### config.mk
export PLATFORM = sky130hd
export DESIGN_NAME = control_flat
export DESIGN_NICKNAME = d
export VERILOG_FILES = /design/src/rtl/control_pkg.sv /design/src/rtl/control_if.sv /design/src/rtl/control_decode.sv /design/src/rtl/control.sv /design/src/flat_wrapper.sv
export SDC_FILE = /design/constraint.sdc
export NUM_CORES = 1
export LEC_CHECK = 0
export BUFFER_PORTS_ARGS = -buffer_cell sky130_fd_sc_hd__buf_4
export CORE_AREA = 5 5 75 50
export DETAILED_ROUTE_END_ITERATION = 8
export DIE_AREA = 0 0 80 55
export GPL_ROUTABILITY_DRIVEN = 1
export HOLD_SLACK_MARGIN = 0.15
export PLACE_DENSITY_LB_ADDON = 0.08
export SLEW_MARGIN = 20
export SYNTH_ARGS = -nofsm -noshare
export SYNTH_HDL_FRONTEND = slang
export SYNTH_SLANG_ARGS = --single-unit
### constraint.sdc
create_clock -name clk -period 4.6 [get_ports clk]
set_clock_uncertainty 0.2 [all_clocks]
set_input_delay 0.92 -clock clk [delete_from_list [all_inputs] [get_ports clk]]
set_output_delay 0.92 -clock clk [all_outputs]
set_load 0.01 [all_outputs]
### src/rtl/control_pkg.sv
// control_pkg: states, opcodes, ALU codes and the decode/output bundles shared by the controller.
package control_pkg;
  typedef enum logic [2:0] {FETCH, DECODE, EXEC, MEM, WB} state_t;
  localparam logic [5:0] OP_RTYPE = 6'b000000;
  localparam logic [5:0] OP_J     = 6'b000010;
  localparam logic [5:0] OP_BEQ   = 6'b000100;
  localparam logic [5:0] OP_BNE   = 6'b000101;
  localparam logic [5:0] OP_BGTZ  = 6'b000111;
  localparam logic [5:0] OP_ADDIU = 6'b001001;
  localparam logic [5:0] OP_SLTI  = 6'b001010;
  localparam logic [5:0] OP_SLTIU = 6'b001011;
  localparam logic [5:0] OP_ANDI  = 6'b001100;
  localparam logic [5:0] OP_ORI   = 6'b001101;
  localparam logic [5:0] OP_XORI  = 6'b001110;
  localparam logic [5:0] OP_LUI   = 6'b001111;
  localparam logic [5:0] OP_MULT  = 6'b011100;
  localparam logic [5:0] OP_LB    = 6'b100000;
  localparam logic [5:0] OP_LW    = 6'b100011;
  localparam logic [5:0] OP_LBU   = 6'b100100;
  localparam logic [5:0] OP_SB    = 6'b101000;
  localparam logic [5:0] OP_SW    = 6'b101011;
  localparam logic [4:0] ALU_ADD   = 5'b00001;
  localparam logic [4:0] ALU_SUB   = 5'b00010;
  localparam logic [4:0] ALU_AND   = 5'b00011;
  localparam logic [4:0] ALU_OR    = 5'b00100;
  localparam logic [4:0] ALU_XOR   = 5'b00101;
  localparam logic [4:0] ALU_SLT   = 5'b00110;
  localparam logic [4:0] ALU_SLTU  = 5'b00111;
  localparam logic [4:0] ALU_LUI   = 5'b01000;
  localparam logic [4:0] ALU_FUNCT = 5'b11111;
  typedef struct packed {
    logic [4:0] alu_fnc;
    logic       alu_src;
    logic       reg_dst;
    logic       mov;
    logic       jump;
    logic       branch;
    logic       load;
    logic       store;
    logic       hilo;
    logic       wb;
  } dec_t;
  typedef struct packed {
    logic       reg_dst;
    logic       mem_to_reg;
    logic [4:0] alu_fnc;
    logic       mov;
    logic       hilo;
    logic       ram_enable;
    logic       jump;
    logic       branch;
    logic       rw;
    logic       alu_src;
    logic       reg_write;
  } out_t;
  localparam out_t OUT_IDLE = '{rw: 1'b1, default: '0};
endpackage

### src/rtl/control_if.sv
// control_if: opcode/MOC inputs and the control word driven by the controller.
interface control_if;
  logic [5:0] opcode;
  logic       MOC;
  logic       reg_dst;
  logic       mem_to_reg;
  logic [4:0] alu_fnc;
  logic       MOV;
  logic       HILO;
  logic       RAMEnable;
  logic       jump;
  logic       branch;
  logic       RW;
  logic       alu_src;
  logic       reg_write;
  modport master (
    output opcode, MOC,
    input  reg_dst, mem_to_reg, alu_fnc, MOV, HILO, RAMEnable, jump, branch, RW, alu_src, reg_write
  );
  modport slave (
    input  opcode, MOC,
    output reg_dst, mem_to_reg, alu_fnc, MOV, HILO, RAMEnable, jump, branch, RW, alu_src, reg_write
  );
endinterface

### src/rtl/control_decode.sv
// control_decode: maps an opcode to its static control signal set; unknown opcodes decode to all-zero (NOP).
module control_decode
  import control_pkg::*;
(
  input  logic [5:0] opcode,
  output dec_t       dec
);
  always_comb begin
    dec = '0;
    case (opcode)
      OP_RTYPE: begin
        dec.alu_fnc = ALU_FUNCT;
        dec.reg_dst = 1'b1;
        dec.wb      = 1'b1;
      end
      OP_ADDIU, OP_ANDI, OP_ORI, OP_XORI, OP_SLTI, OP_SLTIU, OP_LUI: begin
        dec.alu_fnc = opcode == OP_ADDIU ? ALU_ADD :
                      opcode == OP_ANDI  ? ALU_AND :
                      opcode == OP_ORI   ? ALU_OR  :
                      opcode == OP_XORI  ? ALU_XOR :
                      opcode == OP_SLTI  ? ALU_SLT :
                      opcode == OP_SLTIU ? ALU_SLTU : ALU_LUI;
        dec.alu_src = 1'b1;
        dec.mov     = opcode == OP_LUI;
        dec.wb      = 1'b1;
      end
      OP_LB, OP_LW, OP_LBU: begin
        dec.alu_fnc = ALU_ADD;
        dec.alu_src = 1'b1;
        dec.load    = 1'b1;
        dec.wb      = 1'b1;
      end
      OP_SB, OP_SW: begin
        dec.alu_fnc = ALU_ADD;
        dec.alu_src = 1'b1;
        dec.store   = 1'b1;
      end
      OP_BEQ, OP_BNE, OP_BGTZ: begin
        dec.alu_fnc = ALU_SUB;
        dec.branch  = 1'b1;
      end
      OP_J: dec.jump = 1'b1;
      OP_MULT: begin
        dec.alu_fnc = ALU_FUNCT;
        dec.hilo    = 1'b1;
        dec.wb      = 1'b1;
      end
      default: ;
    endcase
  end
endmodule

### src/rtl/control.sv
// control: multi-cycle FETCH/DECODE/EXEC/MEM/WB controller with registered Moore outputs.
// Outputs are computed for the next state so the flops always show the current state's control word.
module control
  import control_pkg::*;
(
  input  logic      clk,
  input  logic      reset,
  control_if.slave  bus
);
  state_t     state_q, state_d;
  logic [5:0] op_q, op_d;
  out_t       out_q, out_d;
  dec_t       dec;
  control_decode u_decode (.opcode(op_d), .dec(dec));
  always_comb begin
    state_d = state_q;
    op_d    = op_q;
    case (state_q)
      FETCH:   state_d = bus.MOC && out_q.ram_enable ? DECODE : FETCH;
      DECODE: begin
        op_d    = bus.opcode;
        state_d = EXEC;
      end
      EXEC:    state_d = dec.load || dec.store ? MEM : dec.wb ? WB : FETCH;
      MEM:     state_d = !bus.MOC ? MEM : dec.load ? WB : FETCH;
      default: state_d = FETCH;
    endcase
    out_d = OUT_IDLE;
    case (state_d)
      FETCH: out_d.ram_enable = 1'b1;
      EXEC, MEM: begin
        out_d.alu_fnc    = dec.alu_fnc;
        out_d.alu_src    = dec.alu_src;
        out_d.reg_dst    = dec.reg_dst;
        out_d.mov        = dec.mov;
        out_d.jump       = dec.jump && state_d == EXEC;
        out_d.branch     = dec.branch && state_d == EXEC;
        out_d.ram_enable = state_d == MEM;
        out_d.rw         = state_d == EXEC || dec.load;
      end
      WB: begin
        out_d.reg_write  = !dec.hilo;
        out_d.hilo       = dec.hilo;
        out_d.mem_to_reg = dec.load;
        out_d.reg_dst    = dec.reg_dst;
      end
      default: ;
    endcase
  end
  always_ff @(posedge clk or negedge reset) begin
    if (!reset) begin
      state_q <= FETCH;
      op_q    <= '0;
      out_q   <= OUT_IDLE;
    end else begin
      state_q <= state_d;
      op_q    <= op_d;
      out_q   <= out_d;
    end
  end
  assign bus.reg_dst    = out_q.reg_dst;
  assign bus.mem_to_reg = out_q.mem_to_reg;
  assign bus.alu_fnc    = out_q.alu_fnc;
  assign bus.MOV        = out_q.mov;
  assign bus.HILO       = out_q.hilo;
  assign bus.RAMEnable  = out_q.ram_enable;
  assign bus.jump       = out_q.jump;
  assign bus.branch     = out_q.branch;
  assign bus.RW         = out_q.rw;
  assign bus.alu_src    = out_q.alu_src;
  assign bus.reg_write  = out_q.reg_write;
endmodule

### src/flat_wrapper.sv
// flat-port wrapper written by rule: the top's interface ports become plain ports
module control_flat import control_pkg::*;
  (clk, reset, bus_opcode, bus_MOC, bus_reg_dst, bus_mem_to_reg, bus_alu_fnc, bus_MOV, bus_HILO, bus_RAMEnable, bus_jump, bus_branch, bus_RW, bus_alu_src, bus_reg_write);
  control_if bus_i ();
  input  logic clk;
  input  logic reset;
  input wire logic [$bits(bus_i.opcode)-1:0] bus_opcode;
  input wire logic [$bits(bus_i.MOC)-1:0] bus_MOC;
  output wire logic [$bits(bus_i.reg_dst)-1:0] bus_reg_dst;
  output wire logic [$bits(bus_i.mem_to_reg)-1:0] bus_mem_to_reg;
  output wire logic [$bits(bus_i.alu_fnc)-1:0] bus_alu_fnc;
  output wire logic [$bits(bus_i.MOV)-1:0] bus_MOV;
  output wire logic [$bits(bus_i.HILO)-1:0] bus_HILO;
  output wire logic [$bits(bus_i.RAMEnable)-1:0] bus_RAMEnable;
  output wire logic [$bits(bus_i.jump)-1:0] bus_jump;
  output wire logic [$bits(bus_i.branch)-1:0] bus_branch;
  output wire logic [$bits(bus_i.RW)-1:0] bus_RW;
  output wire logic [$bits(bus_i.alu_src)-1:0] bus_alu_src;
  output wire logic [$bits(bus_i.reg_write)-1:0] bus_reg_write;
  assign bus_i.opcode = bus_opcode;
  assign bus_i.MOC = bus_MOC;
  assign bus_reg_dst = bus_i.reg_dst;
  assign bus_mem_to_reg = bus_i.mem_to_reg;
  assign bus_alu_fnc = bus_i.alu_fnc;
  assign bus_MOV = bus_i.MOV;
  assign bus_HILO = bus_i.HILO;
  assign bus_RAMEnable = bus_i.RAMEnable;
  assign bus_jump = bus_i.jump;
  assign bus_branch = bus_i.branch;
  assign bus_RW = bus_i.RW;
  assign bus_alu_src = bus_i.alu_src;
  assign bus_reg_write = bus_i.reg_write;
  control u_core (.clk(clk), .reset(reset), .bus(bus_i));
endmodule
==> flow_summary.yaml <==
run_status:
  outcome: "finished, final reports clean"
final_layout:
  largest-register: "u_core.op_q"
  fin_nets: 215
  largest_register_ffs: 6
  final_layout_size_suffix_gt1_share_pct: 18.54
  syn2layout_area_growth_pct: 13.15
  antenna_cells: 0
  layout_common_cells: "buf_4, dfrtp_1, a21oi_1"
  fin_cells: 250
floorplan:
  core_area_mm2: 0.003043
  io_pins: 24
  die_h_um: 55
  die_area_mm2: 0.004400
  die_w_um: 80
  rows: 16
  initial_utilization_pct: 55.35
timing:
  worstMarginPinSlew_ps: 971.6
  rsz0062_at_grt: "false"
  final_hold_viol_count: 0
  setup-violations-final: 0
  relSlewSlack_pct: 35.16
  tns_ps: 0
  finalCritPeriodShare_pct: 66.05
  max_freq_mhz: 329.1
  timing.final.max_slew_violations: 0
  worst_slack_ps: 1562
  period_minus_slack_ps: 3038
clock_tree:
  numCtsBuffers: 3
  post_cts_resized: 0
  clock_latency_ps: 280
  post-cts-setup-buffers: 0
  cts_tree: "yes"
  cts_num_sinks: 24
  root_buffer: "clkbuf_8"
  cts_max_path_buffers: 2
  htree_levels: 1
  clk_pin_slew_ps: 90
  cts_hold_buf: 0
global_routing:
  gr-total-overflow: 0
  antenna_found_initial: 0
  grt_pass1_vias: 1448
  grt_pass1_wl_um: 7486
  grt_max_degree: 27
  gr-usage-all-layers_pct: 22.71
route:
  antenna_left: 0
  drt-initial-drc-count: 258
  dr.pass1.iters: 5
  drt-total-wl_um: 4557
  drc: 0
  wl_per_cell_um: 18.23
  viasPerCell: 6.504
  vias: 1626
critical_path:
  cp_data_required_time_ps: 4610
  cp-start-kind: "flip-flop"
  endpoint_kind: "flip-flop"
  crit_arrival_ps: 3050
  crit_fanout: 26
  path_class: "reg -> reg"
pwr:
  comb_power_share_pct: 53.0
  p_leak_nw: 0.8386
  p_int_mw: 0.6677
  swShare_pct: 46.99
  power.share.clock_pct: 15.0
  max-vdd-ir-drop_mv: 0.4156
  switching_power_mw: 0.5919
  power_frac_seq_pct: 32.0
  p_total_mw: 1.260
  power_density_mw_per_mm2: 661.0
placed_design:
  pre_cts_ws_ps: 1585
  portBuffers: 23
  dpl.cell_count: 246
  hpwl_um: 3267
  routabilityCongestion: 0.9114
hold_path:
  hp-class: "in -> async"
yosys:
  syn-cell-area_mm2: 0.001684
  synth_cells: 196
  ys_seq_area_share_pct: 35.74
  async_flop_share_pct: 100.0
  synth_edf_count: 0
  ys_ff_latch: 24
  syn_area_per_cell_um2: 8.592
  yosys_warnings: 0
  synthFlopType: "dfrtp_1"
  synth_nets: 205
  ys_types: 55
run:
  drv_cap: 0
==> power groups by stage <==
stage          registers, mW  logic, mW  clock network, mW
2_1_floorplan          0.318      0.578                  0
3_3_place_gp           0.396      0.645                  0
3_5_place_dp           0.403      0.652                  0
4_1_cts                0.399      0.656              0.192
5_1_grt                0.418      0.735              0.202
6_report               0.403      0.667              0.189
==> cells in the mapped netlist, types with 6 or more instances <==
library cell | n | area, um2
a21oi_1 | 17 | 85.08
nand3_1 | 6 | 30.03
nand2b_1 | 6 | 37.54
dfrtp_1 | 23 | 575.6
nor2_1 | 11 | 41.29
nor3_1 | 9 | 45.04
nand2_1 | 14 | 52.55
clkbuf_1 | 13 | 48.80
a211oi_1 | 7 | 52.55
inv_1 | 11 | 41.29
==> layer usage <==
metal,GRT usage (%),share of wire [%]
met1,33.97,47
met2,31.73,43
met3,4.693,8.0
met4,8.989,1.9
met5,0,0
==> cell type report <==
type	count	area, um2
fill	272	1137
multi-input combinational	142	958.4
sequential	24	601.8
timing repair buffer	23	172.7
tap	45	56.30
inverter	12	45.04
clock buffer	3	41.29
clock inverter	1	30.03
==> stage by stage <==
stage	hold WS (ps)	util [%]	instance area, um2
2_1_floorplan	322.5	-	1684
3_3_place_gp	353.7	60.28	1834
3_5_place_dp	376.9	60.28	1834
4_1_cts	328.8	62.62	1906
5_1_grt	338.6	62.62	1906
6_report	311.9	62.62	1906
==> cell families after synthesis <==
family | Yosys count | share of synthesized area, %
simple gates | 75 | 25.41
xor+xnor | 1 | 0.5202
mux | 7 | 5.275
compound gates | 59 | 25.71
buf+inv | 30 | 7.355
flops | 24 | 35.74
==> worst max-delay path: stages (launching register included) <==
cell and delay (ps):
dfrtp_1 480, nor3b_4 850, mux2i_1 420, inv_2 110
or3_1 390, a311oi_2 300, a21boi_1 210
==> path summary, 6_finish.rpt <==
kind,depth (start not counted),to,startpoint,slack (ps)
min,1,u_core.bus.branch,reset,310
min reg2reg,1,u_core.state_q[0],u_core.state_q[2],390
min in group clk,1,u_core.state_q[0],u_core.state_q[2],390
max reg2reg,6,u_core.bus.alu_fnc[0],u_core.state_q[0],1560
max,6,u_core.bus.alu_fnc[0],u_core.state_q[0],1560
max in group asynchronous,1,u_core.bus.RW,reset,3570
(Power assumes the default switching activity.)
